==> src/rtl/id_ex_operand_stage.sv <==
// ID/EX pipeline register with operand forwarding and load-use hazard detection.
// Ports:
//   clk, rst           : clock and asynchronous active-high reset
//   flush, hold_in     : redirect (kill incoming) and downstream freeze
//   id_*               : decoded instruction bundle from the ID stage
//   exm_*, mwb_*       : writeback candidates from EX/MEM and MEM/WB
//   stall_out          : freeze PC and IF/ID this cycle
//   ex_valid, ex_*     : registered EX-stage control and destination
//   alu_a, alu_b       : forwarded ALU operands; alu_ctrl is the ALU op
//   ex_store_data      : forwarded rt value for stores
module id_ex_operand_stage #(
   parameter int unsigned DATA_W = 32,
   parameter int unsigned REG_AW = 5
) (
   input  logic              clk,
   input  logic              rst,
   input  logic              flush,
   input  logic              hold_in,
   input  logic              id_valid,
   input  logic [REG_AW-1:0] id_rs,
   input  logic [REG_AW-1:0] id_rt,
   input  logic [REG_AW-1:0] id_rd,
   input  logic              id_uses_rt,
   input  logic [DATA_W-1:0] id_rdata1,
   input  logic [DATA_W-1:0] id_rdata2,
   input  logic [DATA_W-1:0] id_imm,
   input  logic [2:0]        id_alu_ctrl,
   input  logic              id_alu_src,
   input  logic              id_reg_dst,
   input  logic              id_reg_write,
   input  logic              id_mem_read,
   input  logic              id_mem_write,
   input  logic              id_mem_to_reg,
   input  logic              exm_reg_write,
   input  logic [REG_AW-1:0] exm_rd,
   input  logic [DATA_W-1:0] exm_result,
   input  logic              mwb_reg_write,
   input  logic [REG_AW-1:0] mwb_rd,
   input  logic [DATA_W-1:0] mwb_data,
   output logic              stall_out,
   output logic              ex_valid,
   output logic [DATA_W-1:0] alu_a,
   output logic [DATA_W-1:0] alu_b,
   output logic [2:0]        alu_ctrl,
   output logic [DATA_W-1:0] ex_store_data,
   output logic [REG_AW-1:0] ex_wreg,
   output logic              ex_reg_write,
   output logic              ex_mem_read,
   output logic              ex_mem_write,
   output logic              ex_mem_to_reg
);

   logic [REG_AW-1:0] rs_q;
   logic [REG_AW-1:0] rt_q;
   logic [DATA_W-1:0] rdata1_q;
   logic [DATA_W-1:0] rdata2_q;
   logic [DATA_W-1:0] imm_q;
   logic              alu_src_q;

   logic              haz;
   logic              load_en;
   logic              kill;
   logic [DATA_W-1:0] fwd_rs;
   logic [DATA_W-1:0] fwd_rt;

   // Load-use: instruction in EX is a load whose result the decoding instruction needs.
   always_comb begin
      haz = ex_valid & ex_mem_read & (ex_wreg != '0) & id_valid &
            ((ex_wreg == id_rs) | (id_uses_rt & (ex_wreg == id_rt)));
   end

   assign stall_out = (haz | hold_in) & ~flush;

   // Flush overrides hold; otherwise hold freezes, and a hazard or invalid bundle inserts a bubble.
   assign load_en = flush | ~hold_in;
   assign kill    = flush | haz | ~id_valid;

   // Pipeline register; bubbles clear every field so nothing stale can hazard or forward.
   always_ff @(posedge clk or posedge rst) begin
      if (rst) begin
         ex_valid      <= 1'b0;
         rs_q          <= '0;
         rt_q          <= '0;
         rdata1_q      <= '0;
         rdata2_q      <= '0;
         imm_q         <= '0;
         alu_ctrl      <= 3'b000;
         alu_src_q     <= 1'b0;
         ex_wreg       <= '0;
         ex_reg_write  <= 1'b0;
         ex_mem_read   <= 1'b0;
         ex_mem_write  <= 1'b0;
         ex_mem_to_reg <= 1'b0;
      end else if (load_en) begin
         if (kill) begin
            ex_valid      <= 1'b0;
            rs_q          <= '0;
            rt_q          <= '0;
            rdata1_q      <= '0;
            rdata2_q      <= '0;
            imm_q         <= '0;
            alu_ctrl      <= 3'b000;
            alu_src_q     <= 1'b0;
            ex_wreg       <= '0;
            ex_reg_write  <= 1'b0;
            ex_mem_read   <= 1'b0;
            ex_mem_write  <= 1'b0;
            ex_mem_to_reg <= 1'b0;
         end else begin
            ex_valid      <= 1'b1;
            rs_q          <= id_rs;
            rt_q          <= id_rt;
            rdata1_q      <= id_rdata1;
            rdata2_q      <= id_rdata2;
            imm_q         <= id_imm;
            alu_ctrl      <= id_alu_ctrl;
            alu_src_q     <= id_alu_src;
            ex_wreg       <= id_reg_dst ? id_rd : id_rt;
            ex_reg_write  <= id_reg_write;
            ex_mem_read   <= id_mem_read;
            ex_mem_write  <= id_mem_write;
            ex_mem_to_reg <= id_mem_to_reg;
         end
      end
   end

   // Forwarding muxes: youngest producer (EX/MEM) wins; register 0 is never forwarded.
   always_comb begin
      fwd_rs = rdata1_q;
      if (exm_reg_write && (exm_rd != '0) && (exm_rd == rs_q)) begin
         fwd_rs = exm_result;
      end else if (mwb_reg_write && (mwb_rd != '0) && (mwb_rd == rs_q)) begin
         fwd_rs = mwb_data;
      end

      fwd_rt = rdata2_q;
      if (exm_reg_write && (exm_rd != '0) && (exm_rd == rt_q)) begin
         fwd_rt = exm_result;
      end else if (mwb_reg_write && (mwb_rd != '0) && (mwb_rd == rt_q)) begin
         fwd_rt = mwb_data;
      end
   end

   assign alu_a         = fwd_rs;
   assign alu_b         = alu_src_q ? imm_q : fwd_rt;
   assign ex_store_data = fwd_rt;

endmodule

==> config.mk <==
export PLATFORM = sky130hd
export DESIGN_NAME = id_ex_operand_stage
export DESIGN_NICKNAME = d
export VERILOG_FILES = /design/src/rtl/id_ex_operand_stage.sv
export SDC_FILE = /design/constraint.sdc
export NUM_CORES = 1
export LEC_CHECK = 0
export CORE_MARGIN = 8
export CORE_UTILIZATION = 38
export CTS_CLUSTER_DIAMETER = 150
export CTS_CLUSTER_SIZE = 20
export DETAILED_ROUTE_END_ITERATION = 10
export MAX_ROUTING_LAYER = met4
export PLACE_DENSITY = 0.75
export SLEW_MARGIN = 10
export SYNTH_ARGS = -nofsm -noshare
export SYNTH_HDL_FRONTEND = slang
export SYNTH_SLANG_ARGS = --single-unit
==> constraint.sdc <==
create_clock -name clk -period 4.64 [get_ports clk]
set_input_delay 1.392 -clock clk [delete_from_list [all_inputs] [get_ports clk]]
set_output_delay 1.392 -clock clk [all_outputs]
set_load 0.01 [all_outputs]
# Word level (Yosys, flattened, before mapping)
# Index checks and enable logic that the tools add are counted.
# word_totals
register_bits	120
in_bits	202
output_inout_bits	110
elab_cells	61
# op_classes
eq_ne	6
mux	19
bitwise_logic	14
n_reduce_logical	9
# ops
op	n
32-bit two-way mux	8
5-bit equality test	6
5-bit two-way mux	4
5-bit nonzero test	3
1-bit bitwise AND	6
1-bit logical AND	6
1-bit two-way mux	6
1-bit OR	5
3-bit two-way mux	1
1-bit inverter	3

# Longest topological paths before layout
# Gate-level depths: netlist of run 1.
# depth
ltp_word	7
ltp_mapped	7

# Worst setup path after synthesis of run 1
# Ideal clock, no wire load.
# synth_path
kind	input-to-output
start	in mwb_rd[1]
end	out alu_b[10]
arrival_ps	3104
required_time_ps	3248
setup_slack_ps	144
cell_stages	7
path_buffers	2
path_cell_list	or4_1 > o21a_1 > and4_1 > clkbuf_1 > buf_2 > mux2i_1 > a221oi_1
# synth_via
elab_chain_len	6
# synth_lines
item	line	text
start, declared	38	input logic [REG_AW-1:0] mwb_rd,
5-bit nonzero test	139	end else if (mwb_reg_write && (mwb_rd != '0) && (mwb_rd == rt_q)) begin
1-bit logical AND	139	
1-bit logical AND (*)	139	
32-bit two-way mux (*)	139	
32-bit two-way mux (*)	137	if (exm_reg_write && (exm_rd != '0) && (exm_rd == rt_q)) begin
32-bit two-way mux (*)	145	assign alu_b = alu_src_q ? imm_q : fwd_rt;
end, declared	43	output logic [DATA_W-1:0] alu_b,
# Every way passes the cells marked *; elsewhere a longest branch is shown, timed or not.

# Final worst setup path of run 1
# layout_path
start	in mwb_rd[3]
end	out alu_a[18]
# layout_via
elab_chain_len	5
# layout_lines
item	line	text
5-bit nonzero test	132	end else if (mwb_reg_write && (mwb_rd != '0) && (mwb_rd == rs_q)) begin
1-bit logical AND	132	
1-bit logical AND (*)	132	
32-bit two-way mux (*)	132	
32-bit two-way mux (*)	130	if (exm_reg_write && (exm_rd != '0) && (exm_rd == rs_q)) begin
end, declared	42	output logic [DATA_W-1:0] alu_a,
# Marks and branches as above.

==> flow_summary_export.csv, run 1 <==
group,metric,value,unit
cells_and_area,final_cell_mix,"clkdlybuf4s50_1, a22o_1, dfrtp_1, buf_2, buf_4",
timing,final.setup.tns,-0.0452,ns
floorplanning,rows,48,
synthesis,synth_nets,853,
cts,clk_latency,0.41,ns
floorplanning,dieArea,21800,sq um
critical_path,crit_chain,"buf_6 > or4_4 > o21a_1 > and4_4 > buf_12 > mux2i_1 > o21ai_0 > dlygate4sd2_1",
timing,drv_slew,0,
synthesis,syn_area_per_cell,10.1,sq um
synthesis,synth-edff-count,0,
grt,grt_usage,25.9,%
critical_path,r2r_slack,2.08,ns
synthesis,syn_area,6590,sq um
critical_path,critPathArrivalTime,3.28,ns
route,num_vias,6907,
cts,cts.path.max_buffers,2,
critical_path,worst-path-buf-inv,3,
critical_path,cp_slowest_stage_delay,0.53,ns
floorplanning,initial_core_util,38.5,%
route,drt_iter0_drc,352,
critical_path,slowest_stage,"or4_4",
synthesis,yosysUniqueCellTypes,30,
power,leakagePower,0.00489,uW
cells_and_area,syn_to_final_growth,71.4,%
cts,hold_buffers,0,
grt,overflow,0,
floorplanning,dieHeight,148,um
synthesis,synth_async_sr_flop_share,100,%
timing,hold_slack,0.497,ns
grt,antenna_found_initial,2,
critical_path,critical-path-top-delay-family,"simple AND/OR/NAND/NOR gates",
route,drt_wl_total,28.5,mm
placement,io_buffers,311,
placement,gp_congestion,0.898,
synthesis,ys_ff_latch,120,
route,drc_errors,0,
route,detail-route-antenna-nets,0,
flow_run,drv_cap,0,
critical_path,worstPathRequired,3.25,ns
critical_path,critPathLaunchType,"input port",
grt,grt_start_max_net_pins,67,
power,power_density,277,nW/um^2
timing,tightest_slew,0.752,ns
floorplanning,io_pins,312,
route,first_pass_iters,5,
cells_and_area,design_area,11300,sq um
timing,rsz0062_at_grt,"yes",
floorplanning,core_area,17100,sq um
timing,fmax,214,MHz
cells_and_area,fin_cells,1239,
cells_and_area,reg_top3,"imm_q (32), rdata1_q (32), rdata2_q (32)",
critical_path,path_class,"input port to output port",
cells_and_area,drive_above_1_share,26.1,%
placement,post-dp-hpwl,19.4,mm
timing,setup_viol,3,
cts,cts.sinks,120,
cells_and_area,layout_commonest_cell,"clkdlybuf4s50_1",
route,avgRoutedWirePerCell,23.0,um
critical_path,crit_fanout,17,
cts,clk_pin_slew,0.05,ns
timing,max_slew_margin,49.9,%
power,fin_total_pwr,3130,uW
timing,min_period,4.67,ns
placement,place_area,10400,sq um
cts,numCtsBuffers,17,
grt,grt_pass1_wl,42.6,mm
cts,cts.root.buffer_cell,"clkbuf_16",
critical_path,end_kind,"output port",
route,viasPerCell,5.57,
worst_hold_path,hold_class,"register to register",
timing,min_period_over_period,101,%
status,outcome,"finished with violations",
cts,cts_max_level,4,
timing,setup_slack,-0.0347,ns
cells_and_area,nNetsFinal,1201,
floorplanning,die_w,148,um
synthesis,ys.flop_type,"dfrtp_1",
cts,cts_tree,"yes",
placement,dpl.cell_count,1190,
timing,finalHoldViolCount,0,
timing,finClkSkew,0.0114,ns
synthesis,seq_area_frac_synth,45.6,%
synthesis,yosys_warnings,0,
status,violations,"negative setup slack",
power,vdd_drop_max,0.247,mV
grt,grt_pass1_vias,7377,
synthesis,synthCells,651,
## layout make-up
type                            count  area (sq um)
Tap cell                          225           282
Multi-Input combinational cell    435          3610
Clock buffer                       21           460
Sequential cell                   120          3000
Clock inverter                     11           170
Inverter                           35           134
Timing Repair Buffer              390          3630
Fill cell                        1420          5820
Antenna cell                        2          5.00
## metrics by stage
stage | setup slack (ns) | utilization [%]
6_report | -0.0347 | 66.0
5_1_grt | -0.0694 | 66.0
4_1_cts | -0.127 | 65.5
3_5_place_dp | -0.975 | 60.6
3_3_place_gp | -0.939 | 60.6
2_1_floorplan | 0.0622 | -
## Yosys cell counts, types with 11 or more instances
cell type / n / share of area [%]
mux2i_1: 64 / 9.7
nor2_1: 33 / 1.9
dfrtp_1: 120 / 46
buf_4: 11 / 1.3
o21ai_0: 32 / 2.4
a221oi_1: 32 / 4.3
a22o_1: 119 / 16
clkbuf_1: 40 / 2.3
inv_1: 35 / 2.0
xor2_1: 14 / 1.9
xnor2_1: 16 / 2.1
a21oi_1: 32 / 2.4
nor3_1: 36 / 2.7
nand2_1: 34 / 1.9
## repair_timing
action,4_1_cts,5_1_grt
endpoints found under the setup margin,97,82
resized for setup,393,76
setup buffers,10,0
endpoints found under the hold margin,0,0
cloned,5,2
pin swaps,23,14
## per-layer routing
layer  GRT usage [%]  part of all wire (%)  wire (um)
met5               -                     0          0
met1            30.5                    41      11600
met3            7.95                   8.1       2310
met2            41.9                    50      14100
met4            8.36                   1.6        457
## cells by family after synthesis
| logic type | share of synthesized area [%] |
|---|---|
| xor gates and xnor gates | 3.99 |
| AOI/OAI and AO/OA | 26.0 |
| DFF | 45.6 |
| buffers and inverters | 6.27 |
| and+or+nand+nor | 7.61 |
| muxes | 10.6 |
## worst paths after layout
kind                                        start                       to  cells after the start
min reg2reg                 imm_q[31]$_DFFE_PP0P_    imm_q[31]$_DFFE_PP0P_                      1
max                                     mwb_rd[3]                alu_a[18]                      8
max in group asynchronous                     rst    imm_q[19]$_DFFE_PP0P_                      3
max reg2reg                ex_wreg[0]$_DFFE_PP0P_  rdata2_q[5]$_DFFE_PP0P_                      5
min in group asynchronous                     rst     imm_q[3]$_DFFE_PP0P_                      2
min                         imm_q[31]$_DFFE_PP0P_    imm_q[31]$_DFFE_PP0P_                      1
## where the power goes
group	leakage, uW	total (uW)	internal (uW)	switching [uW]
registers	0.00163	1120	1090	37.1
logic	0.00295	607	340	267
clock network	0.000300	1400	927	476
Note: power is estimated with default switching activity, not from simulation.
==> run 2, diff against run 1 <==
CORE_ASPECT_RATIO = 0.5   (was unset)
HOLD_SLACK_MARGIN = 0.05   (was unset)
==> flow_summary_export.csv, run 2 (synthesis gave the netlist of run 1 again) <==
group,metric,value,unit
status,outcome,"finished with violations",
status,violations,"negative setup slack",
floorplanning,rows,34,
cells_and_area,syn_to_final_growth,71.7,%
critical_path,crit_cells,8,
cts,cts.root.buffer_cell,"clkbuf_16",
cells_and_area,fin_util,65.8,%
floorplanning,initial_core_util,38.3,%
grt,grt_usage,25.0,%
cts,cts.sinks,120,
critical_path,path_class,"input port to output port",
cts,hold_buffers,0,
timing,min_period_over_period,101,%
timing,max_slew_margin,34.5,%
critical_path,critical-path-top-delay-family,"simple AND/OR/NAND/NOR gates",
cells_and_area,multi_input_area,3660,sq um
power,power_density,270,nW/um^2
floorplanning,io_pins,312,
cells_and_area,reg_top3,"imm_q (32), rdata1_q (32), rdata2_q (32)",
power,leakagePower,0.00488,uW
timing,tightest_slew,0.982,ns
route,first_pass_iters,5,
route,drt_wl_total,28.0,mm
floorplanning,dieHeight,109,um
route,detail-route-antenna-nets,0,
timing,finClkSkew,0.00923,ns
power,pwr-share-comb,19.8,%
placement,place_ws,-0.793,ns
cts,cts_max_level,4,
timing,drv_slew,0,
route,drt_iter0_drc,487,
cts,numCtsBuffers,17,
grt,overflow,0,
critical_path,critPathArrivalTime,3.29,ns
power,vdd_drop_max,0.295,mV
cells_and_area,fin_cells,1241,
cells_and_area,nNetsFinal,1196,
critical_path,slowest_stage,"or4_4",
placement,dpl.cell_count,1189,
power,seqPwrFrac,36.9,%
critical_path,crit_fanout,7,
cts,cts.path.max_buffers,2,
timing,setup_viol,5,
timing,rsz0062_at_grt,"yes",
cells_and_area,seqCellArea,3000,sq um
timing,finalHoldViolCount,0,
floorplanning,core_area,17200,sq um
power,clkPwrFrac,43.3,%
power,switchingPower,773,uW
critical_path,r2r-end,"rs_q[0]$_DFFE_PP0P_",
timing,min_period,4.68,ns
cells_and_area,layout_commonest_cell,"clkdlybuf4s50_1",
power,swShare,25.3,%
flow_run,drv_cap,0,
critical_path,worstSetupStartpoint,"mwb_rd[1]",
route,drc_errors,0,
critical_path,regToRegStartpoint,"ex_wreg[0]$_DFFE_PP0P_",
power,fin_total_pwr,3050,uW
worst_hold_path,hold_class,"register to register",
floorplanning,dieArea,22100,sq um
power,p_int,2280,uW
timing,final.setup.tns,-0.0957,ns
cts,clk_pin_slew,0.05,ns
grt,grt_pass1_wl,41.8,mm
grt,grt_pass1_vias,7159,
critical_path,worstPathRequired,3.25,ns
floorplanning,die_w,202,um
timing,setup_slack,-0.0419,ns
cells_and_area,drive_above_1_share,26.2,%
placement,gp_congestion,0.888,
critical_path,cp_slowest_stage_delay,0.51,ns
critical_path,critPathLaunchType,"input port",
critical_path,r2r_slack,2.18,ns
cts,cts_tree,"yes",
grt,grt_start_max_net_pins,87,
route,num_vias,6849,
critical_path,worst-path-buf-inv,3,
cells_and_area,fill_cells,1381,
route,avgRoutedWirePerCell,22.5,um
critical_path,rr_worst_depth,5,
critical_path,crit_chain,"buf_6 > or4_4 > o21a_1 > and4_4 > buf_12 > mux2i_4 > a221oi_2 > buf_2",
placement,io_buffers,311,
placement,post-dp-hpwl,20.0,mm
timing,fmax,214,MHz
grt,antenna_found_initial,1,
critical_path,worstSetupEndpoint,"alu_b[10]",
route,viasPerCell,5.52,
cells_and_area,final_cell_mix,"clkdlybuf4s50_1, a22o_1, dfrtp_1, buf_2, mux2i_1",
cts,clk_latency,0.41,ns
critical_path,end_kind,"output port",
==> run 2: repair_timing <==
action | CTS | global route
pin swaps | 12 | 15
cloned | 5 | 1
buffers inserted | 13 | 1
gates resized for setup | 402 | 92
endpoints found under the setup margin | 96 | 92
==> run 2: per-layer routing <==
layer / vias up / wire length [um] / global-route usage (%)
met5: - / 0 / -
met4: 0 / 1080 / 12.1
met3: 72 / 1410 / 4.77
met2: 283 / 14100 / 40.8
met1: 3354 / 11400 / 30.0
li1: 3140 / - / -
==> run 2: cell type report <==
cell class / count / area share (%)
multi-input combinational: 435 / 32.3
timing repair buffer: 385 / 32.2
sequential: 120 / 26.5
clock buffer: 23 / 4.05
tap: 234 / 2.59
inverter: 35 / 1.18
clock inverter: 8 / 1.08
antenna: 1 / 0.0221
==> run 2: worst min path at each step <==
stage	startpoint	endpoint	depth (start not counted)
after floorplan	rdata1_q[0]$_DFFE_PP0P_	rdata1_q[0]$_DFFE_PP0P_	1
after global placement	imm_q[16]$_DFFE_PP0P_	imm_q[16]$_DFFE_PP0P_	1
after detailed placement	imm_q[30]$_DFFE_PP0P_	imm_q[30]$_DFFE_PP0P_	1
after CTS	imm_q[20]$_DFFE_PP0P_	imm_q[20]$_DFFE_PP0P_	1
after global routing	rdata1_q[2]$_DFFE_PP0P_	rdata1_q[2]$_DFFE_PP0P_	1
final	imm_q[19]$_DFFE_PP0P_	imm_q[19]$_DFFE_PP0P_	1
==> run 2: power by group through the flow <==
stage	Sequential, uW	Combinational (uW)	Clock (uW)
global placement	1140	605	0
finish	1130	606	1320
global route	1130	647	1400
detailed placement	1140	612	0
CTS	1120	591	1340
floorplan	1130	217	0
==> run 2: through the flow <==
step / hold WS (ns) / area, sq um
2_1_floorplan: 0.465 / 6590
3_3_place_gp: 0.484 / 10300
3_5_place_dp: 0.481 / 10300
4_1_cts: 0.501 / 11100
5_1_grt: 0.507 / 11300
6_report: 0.499 / 11300
